--- src/rtl/fb_write_arbiter_if.sv ---
// Bus bundle between the framebuffer write arbiter and its neighbours:
// ctrl write handshake, fill engine control, and the registered port-A RAM signals.
interface fb_write_arbiter_if #(
    parameter int ADDR_WIDTH     = 12,
    parameter int DATA_WIDTH     = 8,
    parameter int WAIT_CNT_WIDTH = 8
) ();
    logic                      ctrl_req;
    logic [ADDR_WIDTH-1:0]     ctrl_addr;
    logic [DATA_WIDTH-1:0]     ctrl_data;
    logic                      ctrl_ack;
    logic                      fill_start;
    logic [DATA_WIDTH-1:0]     fill_value;
    logic                      fill_busy;
    logic                      fill_done;
    logic [ADDR_WIDTH-1:0]     ram_address;
    logic [DATA_WIDTH-1:0]     ram_data_out;
    logic                      ram_write_enable;
    logic                      ram_clk_enable;
    logic [WAIT_CNT_WIDTH-1:0] ctrl_wait_cycles;

    modport master (
        output ctrl_req, ctrl_addr, ctrl_data, fill_start, fill_value,
        input  ctrl_ack, fill_busy, fill_done, ram_address, ram_data_out,
               ram_write_enable, ram_clk_enable, ctrl_wait_cycles
    );

    modport slave (
        input  ctrl_req, ctrl_addr, ctrl_data, fill_start, fill_value,
        output ctrl_ack, fill_busy, fill_done, ram_address, ram_data_out,
               ram_write_enable, ram_clk_enable, ctrl_wait_cycles
    );
endinterface

--- src/rtl/fb_write_arbiter.sv ---
// Shares framebuffer port A between single-byte ctrl writes and a whole-frame
// fill engine, with round-robin tie-breaking and fully registered RAM signals.
module fb_write_arbiter #(
    parameter int ADDR_WIDTH     = 12,
    parameter int DATA_WIDTH     = 8,
    parameter int FB_DEPTH       = 4096,
    parameter int WAIT_CNT_WIDTH = 8
) (
    input logic               clk_in,
    input logic               reset,
    fb_write_arbiter_if.slave bus
);
    localparam logic [ADDR_WIDTH-1:0] LAST_ADDR = ADDR_WIDTH'(FB_DEPTH - 1);

    logic                      r_ctrl_ack;
    logic                      r_fill_busy;
    logic                      r_fill_last_wr;
    logic                      r_fill_done;
    logic [ADDR_WIDTH-1:0]     r_fill_addr;
    logic [DATA_WIDTH-1:0]     r_fill_value;
    logic                      r_last_grant;
    logic [ADDR_WIDTH-1:0]     r_ram_address;
    logic [DATA_WIDTH-1:0]     r_ram_data;
    logic                      r_ram_we;
    logic [WAIT_CNT_WIDTH-1:0] r_wait_cnt;

    logic w_ctrl_elig;
    logic w_grant_ctrl;
    logic w_grant_fill;
    logic w_fill_last;

    // Round-robin grant; during an ack cycle ctrl is not eligible so it cannot be re-granted.
    always_comb begin
        w_ctrl_elig  = 1'b0;
        w_grant_ctrl = 1'b0;
        w_grant_fill = 1'b0;
        w_fill_last  = 1'b0;
        w_ctrl_elig  = bus.ctrl_req & ~r_ctrl_ack;
        if (w_ctrl_elig && r_fill_busy) begin
            w_grant_ctrl = r_last_grant;
            w_grant_fill = ~r_last_grant;
        end else begin
            w_grant_ctrl = w_ctrl_elig;
            w_grant_fill = r_fill_busy;
        end
        w_fill_last = (r_fill_addr == LAST_ADDR);
    end

    // Registered RAM port, handshake, fill sweep and stall counter.
    always_ff @(posedge clk_in or negedge reset) begin
        if (!reset) begin
            r_ctrl_ack     <= 1'b0;
            r_fill_busy    <= 1'b0;
            r_fill_last_wr <= 1'b0;
            r_fill_done    <= 1'b0;
            r_fill_addr    <= '0;
            r_fill_value   <= '0;
            r_last_grant   <= 1'b0;
            r_ram_address  <= '0;
            r_ram_data     <= '0;
            r_ram_we       <= 1'b0;
            r_wait_cnt     <= '0;
        end else begin
            r_ctrl_ack     <= w_grant_ctrl;
            r_fill_last_wr <= w_grant_fill & w_fill_last;
            r_fill_done    <= r_fill_last_wr;

            if (w_grant_ctrl) begin
                r_ram_address <= bus.ctrl_addr;
                r_ram_data    <= bus.ctrl_data;
                r_ram_we      <= 1'b1;
                r_last_grant  <= 1'b0;
            end else if (w_grant_fill) begin
                r_ram_address <= r_fill_addr;
                r_ram_data    <= r_fill_value;
                r_ram_we      <= 1'b1;
                r_last_grant  <= 1'b1;
            end else begin
                r_ram_we      <= 1'b0;
            end

            // A fill grant implies busy, so start and advance are mutually exclusive.
            if (!r_fill_busy && bus.fill_start) begin
                r_fill_value <= bus.fill_value;
                r_fill_addr  <= '0;
                r_fill_busy  <= 1'b1;
            end else if (w_grant_fill) begin
                if (w_fill_last) begin
                    r_fill_busy <= 1'b0;
                end else begin
                    r_fill_addr <= r_fill_addr + {{(ADDR_WIDTH-1){1'b0}}, 1'b1};
                end
            end else begin
                r_fill_busy <= r_fill_busy;
            end

            if (w_ctrl_elig && !w_grant_ctrl && !(&r_wait_cnt)) begin
                r_wait_cnt <= r_wait_cnt + {{(WAIT_CNT_WIDTH-1){1'b0}}, 1'b1};
            end else begin
                r_wait_cnt <= r_wait_cnt;
            end
        end
    end

    assign bus.ctrl_ack         = r_ctrl_ack;
    assign bus.fill_busy        = r_fill_busy;
    assign bus.fill_done        = r_fill_done;
    assign bus.ram_address      = r_ram_address;
    assign bus.ram_data_out     = r_ram_data;
    assign bus.ram_write_enable = r_ram_we;
    assign bus.ram_clk_enable   = r_ram_we;
    assign bus.ctrl_wait_cycles = r_wait_cnt;
endmodule

--- src/flat_wrapper.sv ---
// flat-port wrapper written by rule: the top's interface ports become plain ports
module fb_write_arbiter_flat 
#(
    parameter int ADDR_WIDTH     = 12,
    parameter int DATA_WIDTH     = 8,
    parameter int FB_DEPTH       = 4096,
    parameter int WAIT_CNT_WIDTH = 8
)
  (clk_in, reset, bus_ctrl_req, bus_ctrl_addr, bus_ctrl_data, bus_fill_start, bus_fill_value, bus_ctrl_ack, bus_fill_busy, bus_fill_done, bus_ram_address, bus_ram_data_out, bus_ram_write_enable, bus_ram_clk_enable, bus_ctrl_wait_cycles);
  fb_write_arbiter_if #(.ADDR_WIDTH(ADDR_WIDTH), .DATA_WIDTH(DATA_WIDTH), .WAIT_CNT_WIDTH(WAIT_CNT_WIDTH)) bus_i ();
  input logic clk_in;
  input logic reset;
  input wire logic [$bits(bus_i.ctrl_req)-1:0] bus_ctrl_req;
  input wire logic [$bits(bus_i.ctrl_addr)-1:0] bus_ctrl_addr;
  input wire logic [$bits(bus_i.ctrl_data)-1:0] bus_ctrl_data;
  input wire logic [$bits(bus_i.fill_start)-1:0] bus_fill_start;
  input wire logic [$bits(bus_i.fill_value)-1:0] bus_fill_value;
  output wire logic [$bits(bus_i.ctrl_ack)-1:0] bus_ctrl_ack;
  output wire logic [$bits(bus_i.fill_busy)-1:0] bus_fill_busy;
  output wire logic [$bits(bus_i.fill_done)-1:0] bus_fill_done;
  output wire logic [$bits(bus_i.ram_address)-1:0] bus_ram_address;
  output wire logic [$bits(bus_i.ram_data_out)-1:0] bus_ram_data_out;
  output wire logic [$bits(bus_i.ram_write_enable)-1:0] bus_ram_write_enable;
  output wire logic [$bits(bus_i.ram_clk_enable)-1:0] bus_ram_clk_enable;
  output wire logic [$bits(bus_i.ctrl_wait_cycles)-1:0] bus_ctrl_wait_cycles;
  assign bus_i.ctrl_req = bus_ctrl_req;
  assign bus_i.ctrl_addr = bus_ctrl_addr;
  assign bus_i.ctrl_data = bus_ctrl_data;
  assign bus_i.fill_start = bus_fill_start;
  assign bus_i.fill_value = bus_fill_value;
  assign bus_ctrl_ack = bus_i.ctrl_ack;
  assign bus_fill_busy = bus_i.fill_busy;
  assign bus_fill_done = bus_i.fill_done;
  assign bus_ram_address = bus_i.ram_address;
  assign bus_ram_data_out = bus_i.ram_data_out;
  assign bus_ram_write_enable = bus_i.ram_write_enable;
  assign bus_ram_clk_enable = bus_i.ram_clk_enable;
  assign bus_ctrl_wait_cycles = bus_i.ctrl_wait_cycles;
  fb_write_arbiter #(.ADDR_WIDTH(ADDR_WIDTH), .DATA_WIDTH(DATA_WIDTH), .FB_DEPTH(FB_DEPTH), .WAIT_CNT_WIDTH(WAIT_CNT_WIDTH)) u_core (.clk_in(clk_in), .reset(reset), .bus(bus_i));
endmodule
--- config.mk ---
export PLATFORM = sky130hd
export DESIGN_NAME = fb_write_arbiter_flat
export DESIGN_NICKNAME = d
export VERILOG_FILES = /design/src/rtl/fb_write_arbiter_if.sv /design/src/rtl/fb_write_arbiter.sv /design/src/flat_wrapper.sv
export SDC_FILE = /design/constraint.sdc
export NUM_CORES = 1
export LEC_CHECK = 0
export ABC_AREA = 1
export BUFFER_PORTS_ARGS = -buffer_cell sky130_fd_sc_hd__buf_2
export CORE_MARGIN = 5
export CORE_UTILIZATION = 50
export DETAILED_ROUTE_END_ITERATION = 16
export PLACE_DENSITY = 0.85
export RECOVER_POWER = 25
export REMOVE_ABC_BUFFERS = 1
export SKIP_LAST_GASP = 1
export SLEW_MARGIN = 20
export SYNTH_ARGS = -nofsm -noshare
export SYNTH_HDL_FRONTEND = slang
export SYNTH_SLANG_ARGS = --single-unit
export TNS_END_PERCENT = 5
--- constraint.sdc ---
create_clock -name clk_in -period 2.3 [get_ports clk_in]
set_clock_uncertainty 0.15 [all_clocks]
set_input_delay 0 -clock clk_in [delete_from_list [all_inputs] [get_ports clk_in]]
set_output_delay 0 -clock clk_in [all_outputs]
set_load 0.05 [all_outputs]
==> results by group <==
Synth
  – Yosys cell types: 26
  – EDFF count, synth: 0
  – Cell Area, Synth: 2670 um2
  – Top-area cell type share of the netlist area: 50.7%
  – Ranking of synthesized cells by area: dfrtp_1 51%, nand2_1 8.3%, nand3_1 7.3%, nor2_1 5.5%, a21oi_1 3.9%
  – Synth area leader: dfrtp_1
  – Post-synth top cells: 59 x nand2_1, 54 x dfrtp_1, 39 x nand3_1, 39 x nor2_1, 21 x a21oi_1
  – Synth Register Bits: 54
  – Syn avg cell area: 8.50 um2
  – Mux contribution to synthesized area: 3.38%
  – Largest family of logic cells by synthesized area: simple AND/OR/NAND/NOR gates
  – Mapped Cells: 314
  – Synth Area in Simple Gates: 25.0%
  – Count leader, synth: nand2_1
  – Post-Synth Adder-Cell Area: 0.938%
  – Sequential area share after synthesis: 50.7%
  – Synth Area in Compound Gates: 10.3%
  – Synth Area in XOR/XNOR: 3.28%
  – Yosys warning total: 0
  – Synth Flop Type: dfrtp_1
  – Ys async rst share: 100%

Final layout
  – Total Nets Final: 439
  – Share of layout cells above drive strength 1: 22.9%
  – ANT cells: 0
  – P&R area growth vs syn: 27.8%
  – Multi-input logic area: 1150 um2
  – Sequential cell area: 1350 um2
  – Core Util, Final: 66.3%
  – Filler instances: 435

Pwr
  – Pwr Total: 3.67 mW
  – Maximum vdd ir drop: 629 uV
  – Pleak: 1.65 nW
  – Power per cell area: 1080 nW/um2

Timing
  – Period utilization: 80.0%
  – Achievable Freq: 0.544 GHz
  – Setup tns final: 0 ns
  – Count of final hold-check violations: 0
  – Final setup vio count: 0
  – RSZ-0062 raised after global routing: no
  – Slew Viols, Final: 0
  – Measured slew at the worst slew-check pin: 1.29 ns
  – Final min period: 1.84 ns
  – Worst slew margin relative to its limit: 14.1%

Routing
  – Post-Route WL: 6980 um
  – DRT Pass-1 Iters: 4
  – First-iteration detailed-routing DRC count: 201
  – WL per Instance: 14.7 um
  – WL met1: 2810 um
  – Post-route ant nets: 0
  – Drt via density: 5.22
  – Post-route DRC: 0
  – Vias: 2,485
  – Met2 WL: 3610 um
  – Top sig layer: met4
  – Met3 WL post-DR: 424 um

Setup path
  – CP Launch Type: flip-flop
  – Kind of critical path: reg -> reg
  – CP peak stage delay: 0.43 ns
  – Worst setup EP type: flip-flop
  – Crit-path cells: ha_1, nand2_2, nor2_4, nand3_2, nand2_2, inv_1, nand2_1, nand2_1
  – Worst-path fanout max: 22
  – Worst path slowest cell: dfrtp_1
  – Worst path top cell family by delay: simple AND/OR/NAND/NOR gates
  – WP data arrival: 1.89 ns
  – Crit path buffers/inverters: 1
  – Critical Path RT: 2.35 ns
  – Worst R2R Setup Slack: 0.46 ns

Floorplan
  – Site Rows: 26
  – Core area: 5140 um2
  – Die area: 6900 um2
  – Die W: 83.0 um
  – Die height: 83.0 um
  – Starting Density: 51.9%
  – I/O pin cnt: 65

Placed design
  – IO buf count: 64
  – Routability cong.: 0.898
  – Hpwl dp: 4420 um

Clock tree
  – Hold_buf cts: 30
  – Root Buffer: clkbuf_8
  – Clock Path Buffers: 2
  – Post CTS Setup Buffer Count: 0
  – CTS tree: yes
  – Worst-Skew Late Latency: 0.31 ns
  – CTS clk-pin slew, worst paths: 0.09 ns
  – Htree depth: 2
  – CTS buffer count: 5
  – Clock sinks: 54
  – Resize count post-CTS: 0

GRT
  – Vias in the first global route: 2,550
  – Total GRT Usage: 21.3%
  – Initial antenna violation count: 0
  – Congestion Overflow GR: 0
  – Largest net degree at the start of global routing: 55
  – First-pass GRT wire length: 12,100 um

Worst hold path
  – Worst min-delay path class: in -> reg

Run status
  – Status: finished, final reports clean

Flow run
  – Max cap viols: 0
==> worst register-to-register path, stage by stage, from the launching register on <==
cell and delay [ns]:
dfrtp_1 0.43, ha_1 0.23, nand2_2 0.10, nor2_4 0.13
nand3_2 0.11, nand2_2 0.32, inv_1 0.14, nand2_1 0.09
nand2_1 0.05
==> state kept, by name (all words and copies together) (netlist names) <==
name	flops
u_core.r_fill_last_wr	1
u_core.bus.fill_done	1
u_core.bus.ctrl_ack	1
u_core.r_fill_value	8
u_core.bus.ctrl_wait_cycles	8
u_core.r_last_grant	1
u_core.r_fill_addr	12
u_core.bus.ram_clk_enable	1
u_core.bus.fill_busy	1
u_core.bus.ram_data_out	8
u_core.bus.ram_address	12
==> layout by cell type (no fill, tap or decap), types with 2 or more instances in the layout <==
master / synthesis / layout
nand2_1: 59 / 59
buf_2: 4 / 60
o21ai_0: 10 / 10
nor2_1: 39 / 39
dlygate4sd3_1: 0 / 30
xnor2_1: 5 / 5
nand3_1: 39 / 39
nand2_2: 3 / 3
ha_1: 2 / 2
nand4_1: 3 / 3
mux2_2: 8 / 8
nor2_2: 2 / 2
a21oi_1: 21 / 21
clkbuf_8: 0 / 6
o21ai_1: 19 / 19
inv_1: 19 / 19
nand3b_1: 2 / 2
clkbuf_1: 7 / 5
nor2_4: 2 / 2
buf_4: 1 / 4
inv_2: 3 / 3
dfrtp_1: 54 / 54
xor2_1: 5 / 5
==> power breakdown <==
part / internal [mW] / switching, mW
logic: 0.452 / 1.22
registers: 1.21 / 0.242
clock network: 0.244 / 0.301
==> per-layer routing <==
metal / track usage [%] / vias to the layer above
li1: - / 1203
met1: 24.9 / 1183
met2: 38.0 / 85
met3: 4.65 / 14
met4: 7.73 / 0
met5: 0 / -
==> cell type report <==
type                    count  share of cell area, %
clock buffers               7                   2.53
clock inverters             1                  0.147
inverters                  22                   2.42
multi-input cells         223                   33.6
flip-flops and latches     54                   39.6
well taps                  70                   2.57
repair buffers             99                   19.1
==> kinds of logic (layout without fill, tap and decap cells) <==
kind of cell / after synthesis / count (layout)
compound gates: 52 / 52
flops: 54 / 54
xor+xnor: 10 / 10
buf+inv: 37 / 129
mux: 8 / 8
fa+ha+maj: 2 / 2
simple gates: 151 / 151
==> final timing paths <==
| check | from | cells after the start | end |
|---|---|---|---|
| worst min-delay path | bus_ctrl_req | 5 | u_core.bus.ram_address[0] |
| worst max-delay path | u_core.r_fill_addr[0] | 8 | u_core.r_fill_addr[10] |
| min in group asynchronous | reset | 3 | u_core.bus.ctrl_wait_cycles[2] |
| worst max register to register | u_core.r_fill_addr[0] | 8 | u_core.r_fill_addr[10] |
| max in group asynchronous | reset | 3 | u_core.bus.ram_address[4] |
| worst min register to register | u_core.r_fill_last_wr | 0 | u_core.bus.fill_done |
==> through the flow <==
step	std cells	hold slack, ns	worst slack, ns	area [um2]
after global placement	438	0.0128	0.572	3030
after global routing	476	0.0754	0.280	3410
after CTS	476	0.0216	0.477	3420
after floorplan	299	-0.446	-0.0905	2580
after detailed placement	438	0.0130	0.490	3030
final	476	0.0377	0.461	3410
No activity file was read; power rests on OpenSTA's default activity.
